File: src/rtl/dag_addr_seq.sv
// DAG post-modify address sequencer: I/M/L/B banks, 2-stage pipe,
// circular-buffer correction and stage-2 to stage-1 index forwarding.
module dag_addr_seq #(
  parameter int AW   = 14,
  parameter int NREG = 4
) (
  input  logic          CLK,
  input  logic          RST,
  input  logic          wr_en,
  input  logic [1:0]    wr_bank,
  input  logic [1:0]    wr_idx,
  input  logic [AW-1:0] wr_data,
  input  logic [1:0]    rd_bank,
  input  logic [1:0]    rd_idx,
  output logic [AW-1:0] rd_data,
  input  logic          req_valid,
  input  logic [1:0]    req_i,
  input  logic [1:0]    req_m,
  output logic          req_ready,
  output logic          addr_valid,
  output logic [AW-1:0] addr,
  output logic          addr_wrap
);

  localparam int XW = AW + 2;

  logic [AW-1:0] ireg [NREG];
  logic [AW-1:0] mreg [NREG];
  logic [AW-1:0] lreg [NREG];
  logic [AW-1:0] breg [NREG];

  logic          s2_valid;
  logic [1:0]    s2_idx;
  logic [AW-1:0] s2_next;

  logic          accept;
  logic          wb_en;
  logic          fwd;
  logic [AW-1:0] icur;
  logic [AW-1:0] mval;
  logic [AW-1:0] lval;
  logic [AW-1:0] bval;
  logic signed [XW-1:0] raw;
  logic signed [XW-1:0] lim;
  logic signed [XW-1:0] bx;
  logic [AW-1:0] nxt;
  logic          wrap;
  logic [AW-1:0] rd_sel;

  assign req_ready  = ~wr_en;
  assign accept     = req_valid & ~wr_en;
  assign addr_valid = s2_valid;

  // A host write to the same I register overrides the writeback.
  assign wb_en = s2_valid &
                 ~(wr_en && wr_bank == 2'd0 && wr_idx == s2_idx);
  assign fwd   = wb_en && (s2_idx == req_i);

  assign icur = fwd ? s2_next : ireg[req_i];
  assign mval = mreg[req_m];
  assign lval = lreg[req_i];
  assign bval = breg[req_i];

  assign raw = signed'({2'b00, icur})
             + signed'({{(XW-AW){mval[AW-1]}}, mval});
  assign bx  = signed'({2'b00, bval});
  assign lim = signed'({2'b00, bval} + {2'b00, lval});

  always_comb begin
    nxt  = raw[AW-1:0];
    wrap = 1'b0;
    if (lval != '0) begin
      if (!mval[AW-1] && raw >= lim) begin
        nxt  = raw[AW-1:0] - lval;
        wrap = 1'b1;
      end else if (mval[AW-1] && raw < bx) begin
        nxt  = raw[AW-1:0] + lval;
        wrap = 1'b1;
      end
    end
  end

  always_comb begin
    rd_sel = '0;
    unique case (rd_bank)
      2'd0: rd_sel = ireg[rd_idx];
      2'd1: rd_sel = mreg[rd_idx];
      2'd2: rd_sel = lreg[rd_idx];
      2'd3: rd_sel = breg[rd_idx];
    endcase
  end

  always_ff @(posedge CLK) begin
    if (RST) begin
      for (int k = 0; k < NREG; k++) begin
        ireg[k] <= '0;
        mreg[k] <= '0;
        lreg[k] <= '0;
        breg[k] <= '0;
      end
      s2_valid  <= 1'b0;
      s2_idx    <= '0;
      s2_next   <= '0;
      addr      <= '0;
      addr_wrap <= 1'b0;
      rd_data   <= '0;
    end else begin
      if (wb_en)
        ireg[s2_idx] <= s2_next;
      if (wr_en) begin
        unique case (wr_bank)
          2'd0: ireg[wr_idx] <= wr_data;
          2'd1: mreg[wr_idx] <= wr_data;
          2'd2: lreg[wr_idx] <= wr_data;
          2'd3: breg[wr_idx] <= wr_data;
        endcase
      end
      s2_valid <= accept;
      if (accept) begin
        s2_idx    <= req_i;
        s2_next   <= nxt;
        addr      <= icur;
        addr_wrap <= wrap;
      end
      rd_data <= rd_sel;
    end
  end

endmodule

File: config.mk
export PLATFORM = sky130hd
export DESIGN_NAME = dag_addr_seq
export DESIGN_NICKNAME = d
export VERILOG_FILES = /design/src/rtl/dag_addr_seq.sv
export SDC_FILE = /design/constraint.sdc
export NUM_CORES = 1
export LEC_CHECK = 0
export BUFFER_PORTS_ARGS = -buffer_cell sky130_fd_sc_hd__buf_2
export CORE_MARGIN = 4
export CORE_UTILIZATION = 55
export DETAILED_ROUTE_END_ITERATION = 7
export PLACE_DENSITY = 0.73
export SKIP_CTS_REPAIR_TIMING = 1
export SYNTH_ARGS = -nofsm -noshare
export SYNTH_HDL_FRONTEND = slang
export SYNTH_SLANG_ARGS = --single-unit
File: constraint.sdc
create_clock -name CLK -period 5.71 [get_ports CLK]
set_input_delay 0 -clock CLK [delete_from_list [all_inputs] [get_ports CLK]]
set_output_delay 0 -clock CLK [all_outputs]
set_load 0.01 [all_outputs]
==> results.sh <==
export IMPL_status="finished, violations left"
export IMPL_violations="hold timing"
export IMPL_relSlewSlack_pct=21.3
export IMPL_grt_first_pass_wirelength_mm=75.6
export IMPL_timing_fmax_ghz=0.181
export IMPL_holdCritPathClass="in -> reg"
export IMPL_crit_type="reg -> reg"
export IMPL_synthFlopType="edfxtp_1"
export IMPL_holdWs_ns=-0.00769
export IMPL_ys_types=66
export IMPL_core_area_um2=29800
export IMPL_dr_pass1_iters=5
export IMPL_grt_use_total_pct=30.1
export IMPL_fp_row_count=63
export IMPL_ys_seq_area_share_pct=45.8
export IMPL_globalplace_congestion=0.962
export IMPL_peakVddDrop_v=0.000246
export IMPL_grt_pass1_vias=12100
export IMPL_dieWidth_um=182
export IMPL_clock_path_buffers=3
export IMPL_end_kind="flop"
export IMPL_drv_slew=0
export IMPL_clock_root_buffer="clkbuf_16"
export IMPL_synth_area_leaders="edfxtp_1 40%, mux4_2 17%, ha_1 6.0%"
export IMPL_drive_gt1_share_pct=21.9
export IMPL_drv_cap=0
export IMPL_tightestPinTransition_ns=1.18
export IMPL_routed_wl_mm=50.5
export IMPL_crit_required_ns=6.17
export IMPL_r2r_cells=23
export IMPL_final_common_cell="edfxtp_1"
export IMPL_path_max_fanout=9
export IMPL_yosys_warnings=0
export IMPL_final_setup_worst_slack_ns=0.185
export IMPL_pre_cts_ws_ns=-0.285
export IMPL_min_from="wr_data[8]"
export IMPL_total_power_mw=6.30
export IMPL_rr_startpoint="s2_idx[0]"
export IMPL_ios=61
export IMPL_powerDensity_nw_per_um2=338
export IMPL_dr_total_vias=12300
export IMPL_hold_depth=3
export IMPL_die_area_um2=33200
export IMPL_skew_ns=0.0113
export IMPL_synth_edff_count=224
export IMPL_worst_setup_path_start_kind="flop"
export IMPL_dpl_cell_count=1780
export IMPL_grt_overflow=0
export IMPL_antenna_found_initial=1
export IMPL_async_flop_share_pct=0
export IMPL_die_h_um=182
export IMPL_clock_latency_ns=0.57
export IMPL_ys_ff_latch=270
export IMPL_ant_nets=0
export IMPL_cts_sinks=270
export IMPL_synth_top_area_cell="edfxtp_1"
export IMPL_synth_top_area_share_pct=40.3
export IMPL_synthesis_area_um2=16700
export IMPL_grt_max_degree=64
export IMPL_fillers=2333
export IMPL_initial_core_util_pct=56.1
export IMPL_stdcell_count=1844
export IMPL_hold_viol=2
export IMPL_drcViolationCount=0
export IMPL_cp_arrival_ns=5.99
export IMPL_syn2layout_area_growth_pct=11.4
export IMPL_drtIter0Drc=1546
export IMPL_p_leak_nw=7.08
export IMPL_fin_tns_setup_ns=0
export IMPL_fin_nets=1545
export IMPL_final_cell_mix="224 x edfxtp_1, 137 x nor2_1, 126 x mux4_2"
export IMPL_syn_num_nets=1488
export IMPL_viasPerCell=6.69
export IMPL_clk_pin_slew_ns=0.07
export IMPL_syn_avg_cell_area_um2=12.2
export IMPL_startpoint="s2_idx[0]"
export IMPL_wl_per_cell_um=27.4
export IMPL_syn_inst=1374
export IMPL_grt_setup_unrepaired="true"
export IMPL_htree_levels=1
export IMPL_cts_tree="built"
export IMPL_period_share_pct=96.8
export IMPL_setup_violations_final=0
export IMPL_layout_min_cycle_time_ns=5.53
export IMPL_cts_inserted_buffers=29
export IMPL_hpwl_mm=35.6
export IMPL_placement_io_buffers=60
-- kinds of logic after synthesis --
family / synth area share, %
simple gates: 12.8
flops: 45.8
compound gates: 11.5
buf+inv: 3.65
mux: 18.1
fa+ha+maj: 6.54
xor+xnor: 1.57
-- per-stage QoR --
stage | util [%] | area, µm² | hold slack [ns]
after global placement | 59.0 | 17600 | 0.264
after detailed placement | 59.0 | 17600 | 0.282
after CTS | 62.0 | 18500 | -0.0670
final | 62.5 | 18600 | -0.00769
after floorplan | - | 16700 | 0.0553
after global routing | 62.5 | 18600 | 0.00506
-- final timing paths --
| path | to | slack (ns) |
|---|---|---|
| worst max-delay path | s2_next[11] | 0.18 |
| worst min register to register | addr_wrap | 0.47 |
| worst min-delay path | ireg[3][8] | -0.008 |
| worst max register to register | s2_next[11] | 0.18 |
-- Yosys cell counts, types with 4 or more instances --
library cell  count
buf_2             5
o221ai_1         11
mux2i_1           5
o21bai_1         16
o32ai_1           5
o2111ai_1         4
nor3_1           28
a22o_1           31
buf_1            17
xnor2_1          16
nor2_1          137
and2_1          108
a21o_1           14
mux2_2           12
nand2_1          68
a32o_1           12
a221oi_1          6
o21ai_0          31
o31ai_1           6
or2_2            11
nand3_1          13
o21a_1           11
nand2b_1         11
mux4_2          126
xor2_1           14
nor2b_1          26
nand3b_1          5
dfxtp_1          46
or3_1             7
ha_1             80
o211ai_1         13
nor4_1            6
clkbuf_1         68
a211oi_1         14
a21oi_1          41
fa_1              4
edfxtp_1        224
a31oi_1           6
inv_1            71
-- state kept, by name, summed over array words and instances (netlist names) --
name / count
mreg: 56
rd_data: 14
lreg: 56
addr_wrap: 1
s2_next: 14
ireg: 56
addr_valid: 1
breg: 56
addr: 14
s2_idx: 2
-- area by class of cell --
cell class                      count  area, µm²  area share [%]
Antenna cell                        1       2.50          0.0134
Clock buffer                       35        748            4.02
Multi-Input combinational cell    943       8530            45.8
Inverter                           71        267            1.43
Tap cell                          390        488            2.62
Clock inverter                     18        148           0.793
Sequential cell                   270       7650            41.1
Timing Repair Buffer              116        781            4.19
-- power by group --
| part | internal, mW | switching (mW) | total, mW |
|---|---|---|---|
| clock | 1.02 | 0.797 | 1.82 |
| combinational | 0.876 | 1.26 | 2.13 |
| sequential | 2.26 | 0.0860 | 2.35 |
-- layer usage --
layer	vias to the layer above	global-route usage [%]	part of all wire, %
met3	146	5.42	11
met5	-	0.444	0
met2	730	47.5	46
met1	6105	41.9	38
li1	5353	-	-
met4	0	11.9	4.9
-- critical path, cell delays in order (launching register included) --
cell	delay, ns
dfxtp_1	0.32
xor2_1	0.18
o31ai_2	0.37
nor3_4	0.07
buf_12	0.15
mux2_2	0.25
ha_1	0.17
inv_1	0.06
fa_1	0.43
nand2b_1	0.18
a21o_1	0.19
a21oi_2	0.16
a21o_1	0.13
a21oi_1	0.09
xnor2_2	0.36
ha_1	0.33
a21oi_1	0.19
o2111ai_1	0.16
o211a_1	0.17
maj3_2	0.36
o21a_1	0.25
o21ai_2	0.39
a21oi_1	0.13
a211oi_1	0.31
(Power assumes the default switching activity.)
